==> src/rtl/toggle_debounce.sv <==
// -----------------------------------------------------------------------------
// toggle_debounce
// Debounces a raw, bouncing push-button and produces a one-cycle toggle strobe
// for a downstream T flip-flop, plus the debounced level.
//
// Parameters:
//   DEBOUNCE_CYCLES : consecutive stable synchronized samples needed to accept
//                     a level change (2..65535)
//   REPEAT_CYCLES   : auto-repeat period while held (2..65535); only used when
//                     the macro TOGGLE_DEBOUNCE_REPEAT_EN is defined
//
// Ports:
//   clk      in   1  clock, rising edge
//   i_rst_n  in   1  asynchronous active-low reset
//   i_btn    in   1  raw asynchronous button level, active-high
//   i_en     in   1  strobe enable (gates o_t only)
//   o_t      out  1  one-cycle toggle strobe
//   o_level  out  1  debounced level
//   o_state  out  2  FSM state (00 IDLE, 01 PRESS_CHK, 10 HELD, 11 REL_CHK)
//
// Optional feature macro: TOGGLE_DEBOUNCE_REPEAT_EN (auto-repeat while held).
// -----------------------------------------------------------------------------
module toggle_debounce #(
    parameter int unsigned DEBOUNCE_CYCLES = 16,
    parameter int unsigned REPEAT_CYCLES   = 64
) (
    input  logic       clk,
    input  logic       i_rst_n,
    input  logic       i_btn,
    input  logic       i_en,
    output logic       o_t,
    output logic       o_level,
    output logic [1:0] o_state
);

    localparam int unsigned CW = $clog2(DEBOUNCE_CYCLES + 1);
    localparam logic [CW-1:0] CNT_LAST = CW'(DEBOUNCE_CYCLES - 1);

    // Elaboration-time guard on the legal parameter ranges.
    if (DEBOUNCE_CYCLES < 2 || DEBOUNCE_CYCLES > 65535 ||
        REPEAT_CYCLES < 2 || REPEAT_CYCLES > 65535) begin : g_bad_param
        $error("toggle_debounce: parameter out of range");
    end

    typedef enum logic [1:0] {
        IDLE      = 2'b00,
        PRESS_CHK = 2'b01,
        HELD      = 2'b10,
        REL_CHK   = 2'b11
    } state_t;

    state_t        r_state;
    state_t        w_state_nxt;
    logic [CW-1:0] r_cnt;
    logic [CW-1:0] w_cnt_nxt;
    logic          r_sync1;
    logic          r_sync2;
    logic          w_btn_s;
    logic          r_t;
    logic          r_level;
    logic          w_accept;
    logic          w_release;
    logic          w_rep_hit;

    // Two-flop synchronizer; only the second flop is used downstream.
    always_ff @(posedge clk or negedge i_rst_n) begin
        if (!i_rst_n) begin
            r_sync1 <= 1'b0;
            r_sync2 <= 1'b0;
        end else begin
            r_sync1 <= i_btn;
            r_sync2 <= r_sync1;
        end
    end

    assign w_btn_s = r_sync2;

    always_ff @(posedge clk or negedge i_rst_n) begin
        if (!i_rst_n) begin
            r_state <= IDLE;
            r_cnt   <= '0;
        end else begin
            r_state <= w_state_nxt;
            r_cnt   <= w_cnt_nxt;
        end
    end

    always_comb begin
        w_state_nxt = r_state;
        w_cnt_nxt   = r_cnt;
        w_accept    = 1'b0;
        w_release   = 1'b0;
        case (r_state)
            IDLE: begin
                if (w_btn_s) begin
                    w_state_nxt = PRESS_CHK;
                    w_cnt_nxt   = CW'(1);
                end else begin
                    w_cnt_nxt   = '0;
                end
            end
            PRESS_CHK: begin
                if (!w_btn_s) begin
                    w_state_nxt = IDLE;
                    w_cnt_nxt   = '0;
                end else if (r_cnt == CNT_LAST) begin
                    w_state_nxt = HELD;
                    w_cnt_nxt   = '0;
                    w_accept    = 1'b1;
                end else begin
                    w_cnt_nxt   = r_cnt + CW'(1);
                end
            end
            HELD: begin
                if (!w_btn_s) begin
                    w_state_nxt = REL_CHK;
                    w_cnt_nxt   = CW'(1);
                end else begin
                    w_cnt_nxt   = '0;
                end
            end
            REL_CHK: begin
                if (w_btn_s) begin
                    // Bounce during release: back to HELD, no strobe.
                    w_state_nxt = HELD;
                    w_cnt_nxt   = '0;
                end else if (r_cnt == CNT_LAST) begin
                    w_state_nxt = IDLE;
                    w_cnt_nxt   = '0;
                    w_release   = 1'b1;
                end else begin
                    w_cnt_nxt   = r_cnt + CW'(1);
                end
            end
            default: begin
                w_state_nxt = IDLE;
                w_cnt_nxt   = '0;
            end
        endcase
    end

`ifdef TOGGLE_DEBOUNCE_REPEAT_EN
    localparam int unsigned RW = $clog2(REPEAT_CYCLES + 1);
    localparam logic [RW-1:0] REP_LAST = RW'(REPEAT_CYCLES - 1);

    logic [RW-1:0] r_rep;

    // Held outside HELD so every entry into HELD starts a fresh period.
    assign w_rep_hit = (r_state == HELD) && (r_rep == REP_LAST);

    always_ff @(posedge clk or negedge i_rst_n) begin
        if (!i_rst_n) begin
            r_rep <= '0;
        end else if (r_state == HELD && !w_rep_hit) begin
            r_rep <= r_rep + RW'(1);
        end else begin
            r_rep <= '0;
        end
    end
`else
    assign w_rep_hit = 1'b0;
`endif

    always_ff @(posedge clk or negedge i_rst_n) begin
        if (!i_rst_n) begin
            r_t     <= 1'b0;
            r_level <= 1'b0;
        end else begin
            r_t <= (w_accept | w_rep_hit) & i_en;
            if (w_accept) begin
                r_level <= 1'b1;
            end else if (w_release) begin
                r_level <= 1'b0;
            end
        end
    end

    assign o_t     = r_t;
    assign o_level = r_level;
    assign o_state = r_state;

endmodule

==> config.mk <==
export PLATFORM = sky130hd
export DESIGN_NAME = toggle_debounce
export DESIGN_NICKNAME = d
export VERILOG_FILES = /design/src/rtl/toggle_debounce.sv
export SDC_FILE = /design/constraint.sdc
export NUM_CORES = 1
export LEC_CHECK = 0
export CORE_AREA = 5 5 42 44
export CTS_CLUSTER_SIZE = 24
export DETAILED_ROUTE_END_ITERATION = 12
export DIE_AREA = 0 0 47 49
export GPL_TIMING_DRIVEN = 1
export SLEW_MARGIN = 20
export SYNTH_ARGS = -nofsm -noshare
export SYNTH_HDL_FRONTEND = slang
export SYNTH_SLANG_ARGS = --single-unit
==> constraint.sdc <==
create_clock -name clk -period 1.6 [get_ports clk]
set_input_delay 0.4 -clock clk [delete_from_list [all_inputs] [get_ports clk]]
set_output_delay 0.4 -clock clk [all_outputs]
set_load 0.02 [all_outputs]
==> results of run 1 <==
## cells in the mapped netlist
| master | count |
|---|---|
| mux2i_1 | 1 |
| and3_2 | 1 |
| inv_1 | 3 |
| nand3_1 | 2 |
| nand2_1 | 3 |
| a31oi_1 | 1 |
| dfrtp_1 | 11 |
| nand3_2 | 1 |
| and2_2 | 2 |
| nor3b_2 | 1 |
| nor2_1 | 2 |
| o21ai_0 | 1 |
| and4b_4 | 1 |
| xnor2_1 | 1 |
| a2bb2oi_1 | 1 |
| ha_1 | 1 |
| nor3_2 | 1 |
| xor2_1 | 2 |
## worst paths after layout
path	start	end	slack, ps	cells past startpoint
max	register	o_state[1]	170	1
min	r_sync1$_DFF_PN0_	r_sync2$_DFF_PN0_	360	0
max reg2reg	r_cnt[0]$_DFF_PN0_	o_level$_DFFE_PN0P_	310	4
min reg2reg	r_sync1$_DFF_PN0_	r_sync2$_DFF_PN0_	360	0
max in group asynchronous	i_rst_n	r_cnt[2]$_DFF_PN0_	820	1
min in group asynchronous	i_rst_n	r_sync1$_DFF_PN0_	450	1
## power breakdown
group	leakage (nW)	total (mW)	internal (mW)	switching [mW]
Clock	0.0150	0.188	0.0965	0.0919
Sequential	0.144	0.290	0.285	0.00490
Combinational	0.130	0.0315	0.0157	0.0159
Total	0.290	0.510	0.397	0.113
## layout make-up
class	count	area, um^2	area share
Clock buffer	4	26.3	0.0457
Inverter	3	11.3	0.0196
Multi-Input combinational cell	22	166	0.289
Sequential cell	11	275	0.478
Tap cell	16	20.0	0.0348
Timing Repair Buffer	8	76.3	0.133
## flip-flops by register name, summed over array words and instances (netlist names), named ones only
signal / cells
r_cnt: 5
r_sync1: 1
o_state: 1
o_t: 1
o_level: 1
r_sync2: 1
## repair_timing
item,4_1_cts,5_1_grt
hold buffers,0,0
gates resized for setup,3,1
buffers inserted,0,0
endpoints found under the setup margin,3,1
## metrics by stage
stage                     setup slack (ps)   util
after CTS                             6.56  0.409
after detailed placement               181  0.393
after floorplan                        394      -
after global placement                 196  0.393
after global routing                   123  0.411
final                                  174  0.411
## per-layer routing
layer | wire length [um] | vias to the layer above
met4 | 17 | 0
met2 | 331 | 7
met3 | 31 | 2
met1 | 355 | 144
met5 | 0 | -
li1 | - | 143
## worst register-to-register path: cells and delay by family (launching register included)
kind | cells | cell delay [ps]
simple gates | 1 | 250
fa+ha+maj | 1 | 240
flops | 1 | 390
compound gates | 2 | 340
## cells by family after synthesis
| kind of cell | after synthesis | share of synthesized area |
|---|---|---|
| AND/OR/NAND/NOR | 14 | 0.215 |
| flip-flops | 11 | 0.608 |
| AO/OA/AOI/OAI | 3 | 0.0442 |
| XOR/XNOR | 3 | 0.0580 |
| buffers and inverters | 3 | 0.0249 |
| multiplexers | 1 | 0.0221 |
| adder cells (fa/ha/maj) | 1 | 0.0276 |
==> flow_summary.yaml, run 1 <==
die:
  die_w_um: 47
  rows: 14
  initial_core_util: 0.323
  ioPinCount: 8
  die_area_mm2: 0.00230
  fp.coreArea_mm2: 0.00140
  chipHeight_um: 49
setup_path:
  critPathTopFamily: "flip-flops"
  crit_slowest_cell: "dfrtp_1"
  crit_arrival_ps: 1030
  max_stage_delay_ps: 410
  path_buf_inv: 1
  cp_max_fo: 4
  worstSetupPathType: "reg2out"
  path_cells: "dlygate4sd2_1"
  cp.required_ps: 1200
  worst_setup_path_start_kind: "register"
  cp-end-kind: "primary output"
place:
  port_buffers: 7
  gp_congestion: 0.664
  placed_cells: 60
  dpl-instance-area_um2: 551
layout:
  final_cell_area_um2: 576
  layout-drive-gt1-share: 0.229
  final_common_cell: "dfrtp_1"
  nets: 54
  fill_cells: 141
  syn2layout_area_growth_pct: 27.1
  antennaDiodeCount: 0
  finalNonFillerCells: 64
synth:
  synth_cell_types: 18
  netlist.area_leader.share: 0.608
  synth_seq_cells: 11
  syn-cell-area_um2: 453
  synth_top_area_cell: "dfrtp_1"
  synth-seq-area-share: 0.608
  ys_warn_count: 0
  syn_inst: 36
  yosys-top-cells-area: "dfrtp_1, xor2_1, and2_2"
  synthesis.nets: 41
  syn_avg_cell_area_um2: 12.6
grt:
  grt-ovfl-total: 0
  grtUsageMet2: 0.102
  antenna_found_initial: 0
  grt_max_degree: 12
  use_met3: 0.0443
  grt_pass1_wl_mm: 1.30
  track_usage: 0.0843
  first_global_vias: 301
  met1_usage: 0.106
  grt_most_used_layer: "met1"
power_and_ir_drop:
  leakage_nw: 0.290
  powerDensity_mw_per_mm2: 886
  vdd_drop_max_mv: 0.422
  total_power_uw: 510
clock_tree:
  clock_latency_ps: 270
  cts-root-buf: "clkbuf_4"
  cts.clk_slew.worst_paths_ps: 70
  clock_path_buffers: 2
  numCtsBuffers: 3
  htreeDepth: 1
  clock-sinks: 11
  cts_tree: "done"
sta:
  hold_ws_ps: 357
  slew_headroom: 0.683
  hold_viol: 0
  period_minus_slack_ps: 1430
  rsz0062_at_grt: "no"
  tns_ps: 0
  slew_viol_final: 0
  skew_ps: 1.90
  period_share: 0.891
  worstMarginPinSlew_ps: 474
  finalSetupViolations: 0
  timing.fmax_mhz: 701
outcome:
  outcome: "completed"
route:
  ant_nets: 0
  routedWlPerCell_um: 11.5
  via_count: 296
  firstDrtPassIters: 2
  first_iter_violations: 4
  routed_wl_um: 735
  via_per_inst: 4.63
  drc: 0
flow_run:
  cap_violations: 0
hold_path:
  hold_class: "reg2reg"
No activity file was read; power rests on OpenSTA's default activity.
==> inputs of run 2 (changes only) <==
CTS_BUF_LIST = sky130_fd_sc_hd__clkbuf_8 sky130_fd_sc_hd__clkbuf_16   (was not set)
==> run 2 against run 1 <==
Against the previous run: sequential power about the same; non-clock buffer count unchanged; flip-flop and latch count unchanged; largest power group unchanged; register-to-register slack about the same; hold slack worse by 4.9 ps; first-iteration DRC count up 100%; routed wire length down 0.68%; count of clock-buffer cells in the layout down 1.
==> flow_summary.yaml, run 2 (synthesized netlist as in run 1, its figures left out) <==
hold_path:
  min_from: "r_sync1$_DFF_PN0_"
  whs_endpoint: "r_sync2$_DFF_PN0_"
  hold_class: "reg2reg"
  hold_path_depth: 0
layout:
  syn2layout_area_growth_pct: 32.3
  final_cell_area_um2: 599
  final_common_cell: "dfrtp_1"
  antennaDiodeCount: 0
  top_register: "r_cnt"
  layout-drive-gt1-share: 0.229
  fill_cells: 134
  nets: 54
  finalNonFillerCells: 64
  layout_common_cells: "dfrtp_1, inv_1, clkdlybuf4s50_1"
  largest_reg_flops: 5
setup_path:
  cp-end-kind: "primary output"
  path_cells: "clkdlybuf4s50_1"
  crit_arrival_ps: 1140
  max_stage_delay_ps: 590
  reg2regPathDepth: 4
  worstSetupPathType: "reg2out"
  r2r-end: "o_level$_DFFE_PN0P_"
  cp.required_ps: 1200
  critPathTopFamily: "buffers and inverters"
  crit_slowest_cell: "clkdlybuf4s50_1"
  cp.depth: 1
  path_buf_inv: 1
  r2r_start: "r_cnt[0]$_DFF_PN0_"
  worst_setup_path_start_kind: "register"
  rrSetupSlack_ps: 310
  cp_max_fo: 1
power_and_ir_drop:
  p_sw_frac: 0.205
  vdd_drop_max_mv: 0.537
  leakage_nw: 0.305
  p_comb_frac: 0.054
  seq_power_share: 0.492
  clkPwrFrac: 0.454
  total_power_uw: 592
  p_sw_uw: 121
  powerDensity_mw_per_mm2: 987
  intPower_uw: 470
sta:
  skew_ps: 0.515
  period_share: 0.964
  finalSetupViolations: 0
  hold_viol: 0
  period_minus_slack_ps: 1540
  slew_viol_final: 0
  slew_headroom: 0.682
  tns_ps: 0
  timing.fmax_mhz: 648
  worstMarginPinSlew_ps: 475
  rsz0062_at_grt: "no"
  hold_ws_ps: 353
clock_tree:
  cts.clk_slew.worst_paths_ps: 50
  numCtsBuffers: 3
  htreeDepth: 1
  clock-sinks: 11
  clock_latency_ps: 240
  cts_tree: "done"
  clock_path_buffers: 2
  cts_hold_buf: 0
  cts-root-buf: "clkbuf_8"
  cts_setup_buffers: 0
die:
  rows: 14
  die_area_mm2: 0.00230
  fp.coreArea_mm2: 0.00140
  chipHeight_um: 49
  die_w_um: 47
  ioPinCount: 8
  initial_core_util: 0.323
outcome:
  outcome: "completed"
grt:
  grt-ovfl-total: 0
  track_usage: 0.0807
  antenna_found_initial: 0
  grt_pass1_wl_mm: 1.28
  first_global_vias: 301
  grt_max_degree: 12
route:
  via_per_inst: 4.69
  routed_wl_um: 730
  first_iter_violations: 8
  ant_nets: 0
  firstDrtPassIters: 2
  drc: 0
  routedWlPerCell_um: 11.4
  via_count: 300
place:
  dpl-instance-area_um2: 551
  placed_cells: 60
  gp_congestion: 0.664
  port_buffers: 7
flow_run:
  cap_violations: 0
==> run 2: changes by cell type in the layout (fill, tap and decap cells not counted) <==
cell,before,now
inv_1,3,4
dlymetal6s2s_1,1,2
clkbuf_8,0,3
dlygate4sd2_1,3,1
clkbuf_1,1,0
clkdlybuf4s50_1,3,4
clkbuf_4,3,0
==> run 2: area by class of cell <==
class	count	area, um^2	share of cell area
inverter	3	11.3	0.0188
tap	16	20.0	0.0334
multi-input combinational	22	166	0.278
clock inverter	1	3.75	0.00626
timing repair buffer	8	81.3	0.136
sequential	11	275	0.459
clock buffer	3	41.3	0.0689
==> run 2: repair_timing <==
action,in CTS,in global routing
pin swaps,0,0
hold endpoints to repair,0,0
gates resized for setup,1,2
endpoints found under the setup margin,1,2
==> run 2: power by group through the flow <==
stage	combinational, mW	clock (mW)	sequential, mW
floorplan	0.0105	0	0.297
global placement	0.0328	0	0.295
detailed placement	0.0328	0	0.295
CTS	0.0333	0.277	0.291
global route	0.0368	0.292	0.291
finish	0.0322	0.268	0.291
==> run 2: metal layers <==
layer,track usage,vias up,part of all wire
met5,0,-,0
met1,0.106,146,0.47
met2,0.104,7,0.45
met4,0.0691,0,0.029
met3,0.0221,4,0.042
li1,-,143,-
==> run 2: worst max-delay path by stage <==
stage,startpoint,to,slack [ps]
6_report,o_t$_DFF_PN0_,o_t,60
2_1_floorplan,r_cnt[0]$_DFF_PN0_,o_level$_DFFE_PN0P_,390
5_1_grt,o_t$_DFF_PN0_,o_t,30
3_3_place_gp,register,o_state[1],200
3_5_place_dp,register,o_state[1],180
4_1_cts,o_level$_DFFE_PN0P_,o_level,3
==> run 2: through the flow <==
stage,setup slack [ps],utilization
floorplan,394,-
global placement,196,0.393
detailed placement,181,0.393
CTS,3.06,0.424
global route,26.1,0.428
finish,58.0,0.428
==> run 2: worst reg2reg max path: stages (launching register included) <==
cell and delay, ps:
dfrtp_1 390, ha_1 240, and4b_4 250, a31oi_1 180
a2bb2oi_1 160
==> inputs of run 3 (changes only) <==
HOLD_SLACK_MARGIN = 0.12   (was not set)
==> results of run 3 <==
No change in the layout: final DEF, timing and power equal those of run 2.
